===== config.mk =====
export PLATFORM = sky130hd
export DESIGN_NAME = uart_rx_ctrl
export DESIGN_NICKNAME = d
export VERILOG_FILES = /design/src/rtl/uart_pkg.sv /design/src/rtl/uart_rx_fifo.sv /design/src/rtl/uart_rx_ctrl.sv
export SDC_FILE = /design/constraint.sdc
export NUM_CORES = 1
export LEC_CHECK = 0
export ABC_AREA = 1
export CORE_MARGIN = 2
export CORE_UTILIZATION = 25
export DETAILED_ROUTE_END_ITERATION = 6
export SETUP_SLACK_MARGIN = 0.3
export SLEW_MARGIN = 30
export SYNTH_ARGS = -nofsm -noshare
export SYNTH_HDL_FRONTEND = slang
export SYNTH_SLANG_ARGS = --single-unit

===== constraint.sdc =====
create_clock -name clk -period 3.2 [get_ports clk]
set_input_delay 0.64 -clock clk [delete_from_list [all_inputs] [get_ports clk]]
set_output_delay 0.64 -clock clk [all_outputs]
set_load 0.01 [all_outputs]

===== src/rtl/uart_pkg.sv =====
// uart_pkg: shared types for the UART receive controller.
// Config word layout, FIFO status word layout and FSM encoding.
package uart_pkg;

  localparam int CFG_D_POS   = 3;
  localparam int CFG_S_POS   = 2;
  localparam int CFG_PAR_LSB = 0;

  typedef struct packed {
    logic       d_num;
    logic       s_num;
    logic [1:0] par;
  } cfg_t;

  localparam cfg_t CFG_8N1 = '{d_num: 1'b1, s_num: 1'b0, par: 2'b00};

  localparam int RD_W = 10;

  typedef struct packed {
    logic       frm;
    logic       par;
    logic [7:0] data;
  } rd_word_t;

  typedef enum logic [1:0] {
    ST_DISABLED = 2'd0,
    ST_IDLE     = 2'd1,
    ST_ACTIVE   = 2'd2,
    ST_APPLY    = 2'd3
  } state_t;

  function automatic cfg_t cfg_unpack(input logic [3:0] v);
    cfg_t c;
    c.d_num = v[CFG_D_POS];
    c.s_num = v[CFG_S_POS];
    c.par   = v[CFG_PAR_LSB+:2];
    return c;
  endfunction

endpackage


===== src/rtl/uart_rx_fifo.sv =====
// uart_rx_fifo: synchronous first-word-fall-through frame FIFO.
// Power-of-two depth; pointers wrap naturally.
module uart_rx_fifo #(
  parameter int DEPTH = 4,
  parameter int W     = 10,
  localparam int AW   = $clog2(DEPTH)
) (
  input  logic         clk,
  input  logic         rst,
  input  logic         push,
  input  logic         pop,
  input  logic [W-1:0] wr_data,
  output logic [W-1:0] rd_data,
  output logic         empty,
  output logic         full,
  output logic [AW:0]  count
);

  localparam logic [AW:0] FULL_N = (AW+1)'(DEPTH);

  logic [W-1:0]  mem [DEPTH];
  logic [AW-1:0] wp;
  logic [AW-1:0] rp;
  logic          wr;
  logic          rd;

  assign empty   = (count == '0);
  assign full    = (count == FULL_N);
  assign rd      = pop & ~empty;
  // A pop frees the slot, so a push into a full FIFO is fine then
  assign wr      = push & (~full | rd);
  assign rd_data = empty ? '0 : mem[rp];

  always_ff @(posedge clk) begin
    if (wr) mem[wp] <= wr_data;
  end

  always_ff @(posedge clk or negedge rst) begin
    if (!rst) begin
      wp    <= '0;
      rp    <= '0;
      count <= '0;
    end else begin
      if (wr) wp <= wp + 1'b1;
      if (rd) rp <= rp + 1'b1;
      case ({wr, rd})
        2'b10:   count <= count + 1'b1;
        2'b01:   count <= count - 1'b1;
        default: count <= count;
      endcase
    end
  end

endmodule


===== src/rtl/uart_rx_ctrl.sv =====
// uart_rx_ctrl: UART receive control, config shadowing, frame FIFO.
// Define UART_RX_CTRL_ERRCNT_EN to build the errored-frame counter.
module uart_rx_ctrl
  import uart_pkg::*;
#(
  parameter int DEPTH = 4,
  parameter int ERR_W = 8
) (
  input  logic             clk,
  input  logic             rst,
  input  logic             ctrl_en,
  input  logic             cfg_wr,
  input  logic [3:0]       cfg_din,
  output logic             cfg_busy,
  output logic             D_num,
  output logic             S_num,
  output logic [1:0]       Par,
  output logic             rx_enable,
  input  logic             is_active,
  input  logic             rx_done,
  input  logic             par_flag,
  input  logic             framing_flag,
  input  logic [7:0]       d_in,
  input  logic             rd_en,
  output logic [RD_W-1:0]  rd_data,
  output logic             rd_valid,
  output logic             full,
  output logic             overflow,
  input  logic             ovf_clr,
  output logic [ERR_W-1:0] err_cnt,
  input  logic             err_clr
);

  localparam int AW = $clog2(DEPTH);

  state_t   state;
  cfg_t     cfg_q;
  cfg_t     cfg_pend;
  rd_word_t wr_word;
  logic     pend;
  logic     rx_done_d;
  logic     armed;
  logic     push;
  logic     pop;
  logic     fall;
  logic     go_dis;
  logic     empty;
  logic [AW:0] occ_unused;

  // armed blocks a push from an rx_done already high at reset release
  assign push     = rx_done & ~rx_done_d & armed;
  assign fall     = ~rx_done & rx_done_d;
  assign pop      = rd_en & rd_valid;
  assign go_dis   = ~ctrl_en & ~is_active;
  assign rd_valid = ~empty;
  assign cfg_busy = pend;
  assign {D_num, S_num, Par} = cfg_q;
  assign wr_word  = '{frm: framing_flag, par: par_flag, data: d_in};

  always_ff @(posedge clk or negedge rst) begin
    if (!rst) begin
      state    <= ST_DISABLED;
      cfg_q    <= CFG_8N1;
      cfg_pend <= CFG_8N1;
      pend     <= 1'b0;
    end else begin
      if (go_dis) begin
        state <= ST_DISABLED;
      end else begin
        unique case (state)
          ST_DISABLED: if (ctrl_en) state <= ST_IDLE;
          ST_IDLE:     if (is_active) state <= ST_ACTIVE;
          ST_ACTIVE:   if (fall)
                         state <= (pend || cfg_wr) ? ST_APPLY : ST_IDLE;
          ST_APPLY:    state <= ST_IDLE;
          default:     state <= ST_DISABLED;
        endcase
      end
      // Never change the receiver's framing mid-frame
      if (cfg_wr && state == ST_ACTIVE && !go_dis) begin
        cfg_pend <= cfg_unpack(cfg_din);
        pend     <= 1'b1;
      end else if (cfg_wr) begin
        cfg_q <= cfg_unpack(cfg_din);
        pend  <= 1'b0;
      end else if (pend && (state == ST_APPLY || go_dis)) begin
        cfg_q <= cfg_pend;
        pend  <= 1'b0;
      end
    end
  end

  always_ff @(posedge clk or negedge rst) begin
    if (!rst) begin
      rx_done_d <= 1'b0;
      armed     <= 1'b0;
      rx_enable <= 1'b0;
      overflow  <= 1'b0;
    end else begin
      rx_done_d <= rx_done;
      armed     <= 1'b1;
      rx_enable <= ctrl_en & ~full & ~pend;
      if (push && full && !pop) overflow <= 1'b1;
      else if (ovf_clr)         overflow <= 1'b0;
    end
  end

`ifdef UART_RX_CTRL_ERRCNT_EN
  logic [ERR_W-1:0] err_q;

  always_ff @(posedge clk or negedge rst) begin
    if (!rst) begin
      err_q <= '0;
    end else if (err_clr) begin
      err_q <= '0;
    end else if (push && (par_flag || framing_flag) && err_q != '1) begin
      err_q <= err_q + 1'b1;
    end
  end

  assign err_cnt = err_q;
`else
  logic err_clr_unused;

  assign err_clr_unused = err_clr;
  assign err_cnt        = '0;
`endif

  uart_rx_fifo #(
    .DEPTH (DEPTH),
    .W     (RD_W)
  ) u_fifo (
    .clk     (clk),
    .rst     (rst),
    .push    (push),
    .pop     (pop),
    .wr_data (wr_word),
    .rd_data (rd_data),
    .empty   (empty),
    .full    (full),
    .count   (occ_unused)
  );

endmodule


==> metrics.md, run 1 <==
| Metric | Value |
|---|---|
| Clock Sinks | `62` |
| Die width | `111 µm` |
| Yosys warns | `0` |
| Placement Cell Area | `3440 µm²` |
| Nets | `357` |
| Vias in the first global route | `1,857` |
| CTS max path bufs | `2` |
| Initial DRC Count | `85` |
| Max Cap Viol | `0` |
| Worst-path clk slew | `0.05 ns` |
| Critical path, cell by cell | `buf_4, nor2_1, nor2_1, o21ai_0, a21oi_1, clkdlybuf4s50_1` |
| Yosys reg bits | `62` |
| Critical path buffers and inverters | `2` |
| Core area | `11,300 µm²` |
| CP max stage delay | `0.57 ns` |
| First-pass GRT wire length | `8950 µm` |
| Worst path slowest cell | `clkdlybuf4s50_1` |
| Setup Skew | `0.00482 ns` |
| PostCTS Resize Cnt | `0` |
| Top cells by area, synth | `edfxtp_1 42%, dfrtp_1 17%, nor2_1 7.0%` |
| CTS tree | `yes` |
| Post-CTS Setup Bufs | `0` |
| Critical path fanouts, max | `21` |
| Crit-path most repeated cell | `nor2_1` |
| Post-DRT Antenna Nets | `0` |
| Syn Area/Cell | `10.6 µm²` |
| VDD IR max | `0.349 mV` |
| Largest net degree at the start of global routing | `23` |
| Setup CP Type | `flop to output port` |
| Power per cell area | `877 nW/µm²` |
| Family with the most delay on the worst path | `buffers and inverters` |
| Fillcell total | `1,115` |
| GRT Residual Overflow | `0` |
| Final period utilization | `83.7%` |
| Hpwl dp | `3770 µm` |
| Status | `finished clean` |
| Initial core utilization | `25.4%` |
| Setup TNS | `0 ns` |
| Die H | `111 µm` |
| Startpoint types | `flop` |
| Final hold vios | `0` |
| CTS Buf Count | `9` |
| Hold Crit Class | `flop to flop` |
| Drt first pass iters | `4` |
| LEAKAGE | `0.00152 µW` |
| Root Buffer | `clkbuf_16` |
| Share of layout cells above drive strength 1 | `14.6%` |
| Number of H-tree levels | `3` |
| Tot GR Track Use | `9.33%` |
| Slew Limit Fails | `0` |
| Synth top area share | `42.0%` |
| Final WL | `5500 µm` |
| Hold Buf Count CTS | `0` |
| DR DRC count | `0` |
| Num rows | `39` |
| Area of the mapped netlist | `2860 µm²` |
| Via count | `1,947` |
| Area growth syn-to-layout | `31.5%` |
| Wire per inst | `11.6 µm` |
| Largest area contributor in the synthesized netlist | `edfxtp_1` |
| Mapped Cells | `271` |
| Worst skew pair latency | `0.33 ns` |
| GPL Wtd Cong | `0.710` |
| Sequential fraction of the synthesis area | `61.3%` |
| Io pins | `50` |
| FMAX | `374 MHz` |
| Port Buf Inserts | `40` |
| Number of vias per cell | `4.13` |
| RSZ-0062 raised after global routing | `no` |
| Worst path required time | `2.56 ns` |
| Setup-failing EPs final | `0` |
| Post-synth cell types | `30` |
| Crit path time final | `2.68 ns` |
| WP data arrival | `2.04 ns` |
| Worst setup EP type | `output port` |
| Layout Cell Area excl Fill | `3760 µm²` |
| Initial antenna violation count | `1` |
| DIE AREA | `12,300 µm²` |
==> area by class of cell <==
cell class,count,area [µm²],area share (%)
inverters,28,109,2.89
clock buffers,9,225,5.99
multi-input cells,174,937,24.9
clock inverters,6,87.6,2.33
repair buffers,49,468,12.4
well taps,143,179,4.76
flip-flops and latches,62,1750,46.6
diodes,1,2.50,0.0665
==> worst reg2reg max path, cell delays in order, from the launching register on <==
cell,delay [ns]
dfrtp_1,0.41
nor2_4,0.06
nand2_4,0.10
o211ai_2,0.14
fa_1,0.41
nand2_1,0.11
nand2_1,0.06
nand2_1,0.05
nand2_1,0.05
==> cell usage after synthesis, drive strengths merged <==
cell    number
nor3         1
fa           1
o21ai       32
nand4        1
buf         12
nand2       36
a21oi       18
conb         2
clkbuf       2
edfxtp      40
ha           9
xor2         2
nor2        59
nand3        5
dfstp        2
o211ai       1
dfrtp       20
inv         28
==> cells by family after synthesis <==
kind of cell / after synthesis / synth area share [%]
and+or+nand+nor: 102 / 16.2
DFF: 62 / 61.3
AOI/OAI and AO/OA: 51 / 10.1
buffers and inverters: 42 / 6.82
adders and majority gates: 10 / 4.64
xor gates and xnor gates: 2 / 0.613
other: 2 / 0.263
==> where the power goes <==
group / internal [µW] / switching [µW] / total (µW) / leakage (µW)
Sequential: 998 / 86.5 / 1080 / 0.000627
Clock: 674 / 335 / 1010 / 0.000145
Combinational: 539 / 668 / 1210 / 0.000744
Total: 2210 / 1090 / 3300 / 0.00152
==> layout by cell type (no fill, tap or decap), types with 2 or more instances in the layout <==
master and n:
o21ai_0 14, clkbuf_16 9, inv_2 4, dfstp_2 2
clkinvlp_4 3, edfxtp_1 40, o21ai_1 17, dfrtp_1 20
a21oi_1 16, inv_1 23, nor2_4 3, nand2_1 29
nand2_2 6, buf_4 9, ha_1 9, nor2_1 53
clkdlybuf4s50_1 40, bufinv_16 2, nand3_1 4, xor2_1 2
nor2_2 2, conb_1 9
==> metrics by stage <==
step	instances	hold slack (ns)	utilization [%]	power (µW)	setup slack [ns]
2_1_floorplan	278	0.344	-	1830	1.36
3_3_place_gp	456	0.462	30.5	2300	0.746
3_5_place_dp	456	0.464	30.5	2320	0.743
4_1_cts	471	0.473	33.3	3350	0.373
5_1_grt	471	0.497	33.4	3520	0.378
6_report	472	0.471	33.4	3300	0.523
==> layer usage <==
metal / vias to the layer above / GRT usage, % / share of wire [%]
met1: 904 / 10.2 / 42
met5: - / 0 / 0
li1: 981 / - / -
met2: 50 / 15.8 / 49
met3: 12 / 3.94 / 6.5
met4: 0 / 4.17 / 1.7
==> state kept, by name, indices dropped and copies added (netlist names), 2 cells and up <==
| register | count |
|---|---|
| cfg_pend | 4 |
| u_fifo.mem | 40 |
| u_fifo.wp | 2 |
| Par | 2 |
| u_fifo.rp | 2 |
| u_fifo.count | 3 |
| state | 2 |
==> final timing paths <==
| check | slack [ns] | from | depth (start not counted) | end |
|---|---|---|---|---|
| setup / recovery | 0.52 | u_fifo.rp[0] | 6 | rd_data[9] |
| hold / removal | 0.47 | cfg_pend[3] | 2 | cfg_pend[3] |
| setup reg to reg | 1.71 | u_fifo.count[0] | 8 | u_fifo.count[2] |
| hold reg to reg | 0.47 | cfg_pend[3] | 2 | cfg_pend[3] |
| max in group asynchronous | 2.25 | rst | 2 | cfg_pend[3] |
| min in group asynchronous | 0.66 | rst | 2 | S_num |
Note: power is estimated with default switching activity, not from simulation.
==> run 2, diff against run 1 <==
==> constraint.sdc (replaced) <==
create_clock -name clk -period 2.3 [get_ports clk]
set_input_delay 0.46 -clock clk [delete_from_list [all_inputs] [get_ports clk]]
set_output_delay 0.46 -clock clk [all_outputs]
set_load 0.01 [all_outputs]
==> metrics.md, run 2 (same netlist as run 1, synthesis figures left out) <==
| Metric | Value |
|---|---|
| Status | `finished clean` |
| Critical path fanouts, max | `4 (-81%)` |
| CP max stage delay | `0.40 ns (-0.17 ns)` |
| Top Layer Used | `met4` |
| Slew Limit Fails | `0 (unchanged)` |
| Crit path time final | `1.98 ns` |
| Family with the most delay on the worst path | `buffers and inverters` |
| Worst setup EP type | `output port` |
| Storage cell area | `1750 µm² (unchanged)` |
| Initial core utilization | `25.4% (unchanged)` |
| GRT Residual Overflow | `0 (unchanged)` |
| Critical path buffers and inverters | `4 (+2)` |
| Sw frac | `34.7% (+1.7 points)` |
| Die width | `111 µm (unchanged)` |
| Internal power | `3070 µW (+39%)` |
| R2r setup slk | `0.82 ns (-0.89 ns)` |
| Drt first pass iters | `4 (unchanged)` |
| Crit-path most repeated cell | `buf_6` |
| Root Buffer | `clkbuf_16` |
| Final hold vios | `0 (unchanged)` |
| Core area | `11,300 µm² (unchanged)` |
| LEAKAGE | `0.00159 µW (+4.7%)` |
| Hold Crit Depth | `2 (unchanged)` |
| Vias in the first global route | `1,950 (+5.0%)` |
| Combinational share of power | `39.2% (+2.6 points)` |
| R2R Path End | `u_fifo.count[2]` |
| Number of vias per cell | `4.12 (-0.23%)` |
| DR WL met2 | `3000 µm (+11%)` |
| Number of H-tree levels | `3 (unchanged)` |
| Die H | `111 µm (unchanged)` |
| Area growth syn-to-layout | `34.9%` |
| Critical path origin | `u_fifo.rp[1]` |
| Hpwl dp | `3850 µm (+2.0%)` |
| R2r worst-path depth | `8 (unchanged)` |
| Port Buf Inserts | `40 (unchanged)` |
| Initial DRC Count | `80 (-5.9%)` |
| DIE AREA | `12,300 µm² (unchanged)` |
| FMAX | `505 MHz` |
| Initial antenna violation count | `0 (-1)` |
| Wire per inst | `12.1 µm (+3.7%)` |
| Worst path slowest cell | `dfrtp_1` |
| Multi-input gate area | `980 µm² (+4.5%)` |
| Most common cell after layout, fill and taps aside | `nor2_1` |
| Top reg by flops | `u_fifo.mem` |
| RSZ-0062 raised after global routing | `yes` |
| Worst-path clk slew | `0.05 ns (about the same)` |
| CTS Buf Count | `9 (unchanged)` |
| Psw | `1630 µW (+49%)` |
| Num rows | `39 (unchanged)` |
| Via count | `1,992 (+2.3%)` |
| Share of layout cells above drive strength 1 | `24.3% (+9.7 points)` |
| CTS max path bufs | `2 (unchanged)` |
| Startpoint types | `flop` |
| Commonest non-fill, non-tap cells in the layout | `46 x nor2_1, 40 x edfxtp_1, 29 x nand2_1, 29 x clkdlybuf4s50_1, 23 x o21ai_1` |
| Max Cap Viol | `0 (unchanged)` |
| Nets | `369 (+3.4%)` |
| Final WL | `5850 µm (+6.4%)` |
| Antenna Diode Count | `0 (-1)` |
| Worst skew pair latency | `0.32 ns (about the same)` |
| Final period utilization | `86.1%` |
| Post-DRT Antenna Nets | `0 (unchanged)` |
| CTS tree | `yes` |
| Worst r2r src | `u_fifo.count[0]` |
| GPL Wtd Cong | `0.729 (+2.6%)` |
| Power per cell area | `1220 nW/µm² (+39%)` |
| WP data arrival | `1.52 ns (-0.52 ns)` |
| DR DRC count | `0 (unchanged)` |
| First-pass GRT wire length | `9680 µm (+8.2%)` |
| Tot GR Track Use | `10.1% (+0.79 points)` |
| Setup TNS | `0 ns (unchanged)` |
| Clk network pwr share | `28.3% (-2.3 points)` |
| Max reg flops | `40 (unchanged)` |
| Clock Sinks | `62 (unchanged)` |
| Worst hold endpoint | `cfg_pend[3]` |
| Io pins | `50 (unchanged)` |
| Setup Skew | `0.00297 ns (-0.00185 ns)` |
| Hold Crit Class | `flop to flop` |
| Largest net degree at the start of global routing | `23 (unchanged)` |
| VDD IR max | `0.417 mV (+20%)` |
| WL met1 | `2550 µm (+9.3%)` |
| Final hold slack | `0.471 ns (-0.0000900 ns)` |
| Met3 WL | `185 µm (-48%)` |
| Fillcell total | `1,115 (unchanged)` |
| Worst path required time | `1.84 ns (-0.72 ns)` |
| Regs by FF count | `u_fifo.mem (40), cfg_pend (4), u_fifo.count (3)` |
| Sequential share of power | `32.5% (-0.4 points)` |
| Setup CP Type | `flop to output port` |
| Critical path, cell by cell | `clkinvlp_4, buf_6, buf_6, nor2_2, o21ai_1, a21oi_1, buf_2` |
| Hold Startpoint | `cfg_pend[3]` |
| Setup-failing EPs final | `0 (unchanged)` |
[run 2: cell count changes in the layout (fill, tap and decap cells not counted), sizes merged]
cell and change:
buf +22, clkinv -2, diode -1, clkdlybuf4s50 -11, clkbuf +2, bufinv -1
dlygate4sd2 +1, clkinvlp +2
[run 2: area by class of cell]
| class | count | share of cell area, % |
|---|---|---|
| Sequential cell | 62 | 45.5 |
| Multi-Input combinational cell | 174 | 25.4 |
| Timing Repair Buffer | 61 | 13.8 |
| Clock buffer | 11 | 6.29 |
| Inverter | 28 | 2.82 |
| Tap cell | 143 | 4.64 |
| Clock inverter | 5 | 1.56 |
[run 2: timing repair]
item	CTS	global route
setup buffers	7	2
pin swaps	5	13
hold buffers	0	0
gates resized for setup	51	21
endpoints found under the setup margin	11	9
[run 2: worst reg2reg max path, stage by stage (launching register included)]
cell and delay [ns]:
dfrtp_1 0.42, nor2_4 0.06, nand2_4 0.09, o211ai_2 0.14, fa_1 0.40, inv_1 0.08, nand2_2 0.06, nand3_1 0.06
nand2_1 0.05
[run 2: routing by layer]
| metal | GRT usage (%) | vias up |
|---|---|---|
| met2 | 16.9 | 35 |
| met3 | 2.41 | 12 |
| met1 | 12.0 | 937 |
| li1 | - | 1008 |
| met4 | 5.67 | 0 |
| met5 | 0 | - |
[run 2: power by group through the flow]
stage	sequential [µW]	clock (µW)	combinational (µW)
after floorplan	1530	0	1020
after global placement	1530	0	1700
after detailed placement	1540	0	1740
after CTS	1530	1360	1750
after global routing	1550	1410	2070
final	1530	1330	1840
[run 2: worst max-delay path by stage]
stage	slack, ns	cells past startpoint	to
after global routing	0.22	7	rd_data[3]
after CTS	0.18	7	rd_data[6]
after detailed placement	0.17	5	rd_data[6]
after floorplan	0.64	4	u_fifo.mem[0][0]
final	0.32	7	rd_data[6]
after global placement	0.23	5	rd_data[6]
[run 2: per-stage QoR]
step,worst slack [ns],cells,utilization (%),power (µW),instance area [µm²]
detailed placement,0.169,459,30.7,3270,3470
CTS,0.182,482,33.7,4640,3800
floorplan,0.644,278,-,2550,2890
global route,0.220,484,34.2,5040,3860
global placement,0.226,459,30.7,3230,3470
finish,0.319,484,34.2,4690,3860
==> run 3, diff against run 2 <==
--- a/config.mk
+++ b/config.mk
@@ -7,8 +7,9 @@
 export LEC_CHECK = 0
 export ABC_AREA = 1
 export CORE_MARGIN = 2
-export CORE_UTILIZATION = 25
+export CORE_UTILIZATION = 45
 export DETAILED_ROUTE_END_ITERATION = 6
+export PLACE_DENSITY = 0.72
 export SETUP_SLACK_MARGIN = 0.3
 export SLEW_MARGIN = 30
 export SYNTH_ARGS = -nofsm -noshare
==> metrics.md, run 3 (same netlist as run 1, synthesis figures left out) <==
| Metric | Value |
|---|---|
| Number of H-tree levels | `3 (unchanged)` |
| Vias in the first global route | `1,971 (+1.1%)` |
| Clk network pwr share | `23.7% (-4.6 points)` |
| Setup CP Type | `flop to output port` |
| CTS Buf Count | `9 (unchanged)` |
| Startpoint types | `flop` |
| Status | `finished clean` |
| Setup-failing EPs final | `0 (unchanged)` |
| Initial core utilization | `45.8% (+20 points)` |
| Max reg flops | `40 (unchanged)` |
| Drt first pass iters | `4 (unchanged)` |
| Internal power | `2780 µW (-9.2%)` |
| Core area | `6240 µm² (-45%)` |
| Setup TNS | `0 ns (unchanged)` |
| Worst skew pair latency | `0.33 ns (about the same)` |
| Die width | `83.7 µm (-25%)` |
| Largest net degree at the start of global routing | `23 (unchanged)` |
| Sw frac | `36.3% (+1.6 points)` |
| Die H | `83.7 µm (-25%)` |
| Share of layout cells above drive strength 1 | `24.0% (-0.29 points)` |
| Initial antenna violation count | `0 (unchanged)` |
| Num rows | `29 (-26%)` |
| Most common cell after layout, fill and taps aside | `nor2_1` |
| Root Buffer | `clkbuf_8` |
| FMAX | `497 MHz (-1.6%)` |
| CTS max path bufs | `2 (unchanged)` |
| Sequential share of power | `35.2% (+2.7 points)` |
| Port Buf Inserts | `40 (unchanged)` |
| Worst-path clk slew | `0.07 ns (+0.02 ns)` |
| DR DRC count | `0 (unchanged)` |
| Area growth syn-to-layout | `29.0%` |
| Slew Limit Fails | `0 (unchanged)` |
| GRT Residual Overflow | `0 (unchanged)` |
| WP data arrival | `1.55 ns (+0.03 ns)` |
| Hpwl dp | `3650 µm (-5.1%)` |
| Initial DRC Count | `151 (+89%)` |
| Worst setup EP type | `output port` |
| First-pass GRT wire length | `9070 µm (-6.3%)` |
| Io pins | `50 (unchanged)` |
| Crit path time final | `2.01 ns (+0.0314 ns)` |
| DIE AREA | `7010 µm² (-43%)` |
| Number of vias per cell | `4.84 (+18%)` |
| Final WL | `5620 µm (-3.9%)` |
| Top reg by flops | `u_fifo.mem` |
| Power per cell area | `1190 nW/µm² (-2.6%)` |
| Regs by FF count | `u_fifo.mem (40), cfg_pend (4), u_fifo.count (3)` |
| Setup Skew | `0.00607 ns (+0.00310 ns)` |
| LEAKAGE | `0.00156 µW (-1.8%)` |
| Final hold vios | `0 (unchanged)` |
| Hold Buf Count CTS | `0 (unchanged)` |
| Core Util, Final | `59.1% (+25 points)` |
| Combinational share of power | `41.1% (+1.9 points)` |
| Psw | `1590 µW (-2.5%)` |
| GPL Wtd Cong | `0.756 (+3.7%)` |
| RSZ-0062 raised after global routing | `yes` |
| Nets | `369 (unchanged)` |
| Clock Sinks | `62 (unchanged)` |
| CTS tree | `yes` |
| Hold Crit Class | `primary input to asynchronous set/reset pin` |
| Commonest non-fill, non-tap cells in the layout | `48 x nor2_1, 40 x edfxtp_1, 29 x nand2_1` |
| VDD IR max | `0.684 mV (+64%)` |
| Worst path required time | `1.84 ns (about the same)` |
| Post-DRT Antenna Nets | `0 (unchanged)` |
| Antenna Diode Count | `0 (unchanged)` |
| Fillcell total | `523 (-53%)` |
| Via count | `2,024 (+1.6%)` |
| Max Cap Viol | `0 (unchanged)` |
| Tot GR Track Use | `16.8% (+6.6 points)` |
| Critical path fanouts, max | `5 (+1)` |
| Final period utilization | `87.5% (+1.4 points)` |
| Wire per inst | `13.4 µm (+11%)` |
[run 3: final cells by class]
| type | count | area [µm²] | share of cell area [%] |
|---|---|---|---|
| flip-flops and latches | 62 | 1760 | 47.6 |
| clock buffers | 9 | 124 | 3.36 |
| multi-input cells | 174 | 971 | 26.3 |
| repair buffers | 61 | 533 | 14.5 |
| clock inverters | 7 | 97.6 | 2.65 |
| inverters | 28 | 111 | 3.02 |
| well taps | 77 | 96.3 | 2.61 |
[run 3: path summary, 6_finish.rpt]
kind                            startpoint               to  slack, ns  depth (start not counted)
setup / recovery              u_fifo.rp[1]       rd_data[7]       0.29                          6
hold / removal                         rst           Par[1]       0.48                          2
setup reg to reg           u_fifo.count[1]  u_fifo.count[1]       0.80                          7
hold reg to reg                cfg_pend[3]      cfg_pend[3]       0.48                          2
max in group asynchronous              rst      cfg_pend[3]       1.55                          2
min in group clk               cfg_pend[3]      cfg_pend[3]       0.48                          2
[run 3: through the flow]
| stage | total power, µW | hold WS (ns) | cell area (µm²) | std cells | worst slack (ns) |
|---|---|---|---|---|---|
| after CTS | 4280 | 0.476 | 3630 | 415 | 0.205 |
| after floorplan | 2550 | 0.164 | 2890 | 278 | 0.644 |
| after global placement | 3220 | 0.463 | 3400 | 395 | 0.271 |
| final | 4370 | 0.476 | 3690 | 418 | 0.287 |
| after detailed placement | 3260 | 0.469 | 3400 | 395 | 0.251 |
| after global routing | 4710 | 0.501 | 3690 | 418 | 0.167 |
[run 3: repair_timing]
item	4_1_cts	5_1_grt
hold endpoints to repair	0	0
resized for setup	39	32
endpoints found under the setup margin	11	11
buffers inserted	4	1
gates cloned	0	2
pin swaps	4	10
[run 3: power groups by stage]
stage                     logic, µW  registers [µW]  clock network, µW
after floorplan                1020            1530                  0
after global placement         1690            1530                  0
after detailed placement       1720            1540                  0
after CTS                      1700            1520               1060
after global routing           2020            1560               1120
final                          1800            1540               1040
[run 3: critical path, cell delays in order, from the launching register on]
cell and delay (ns):
dfrtp_1 0.42, clkinvlp_4 0.14, buf_6 0.15, nor2_1 0.10, o21ai_0 0.10, a21oi_1 0.17, clkbuf_2 0.16
[run 3: metal layers]
metal | share of wire (%) | GRT usage (%) | wire length, µm | vias up
met2 | 51 | 28.6 | 2860 | 46
met4 | 1.3 | 6.30 | 73 | 0
met5 | 0 | 0 | 0 | -
met1 | 44 | 20.4 | 2480 | 969
met3 | 3.6 | 4.35 | 204 | 6
li1 | - | - | - | 1003
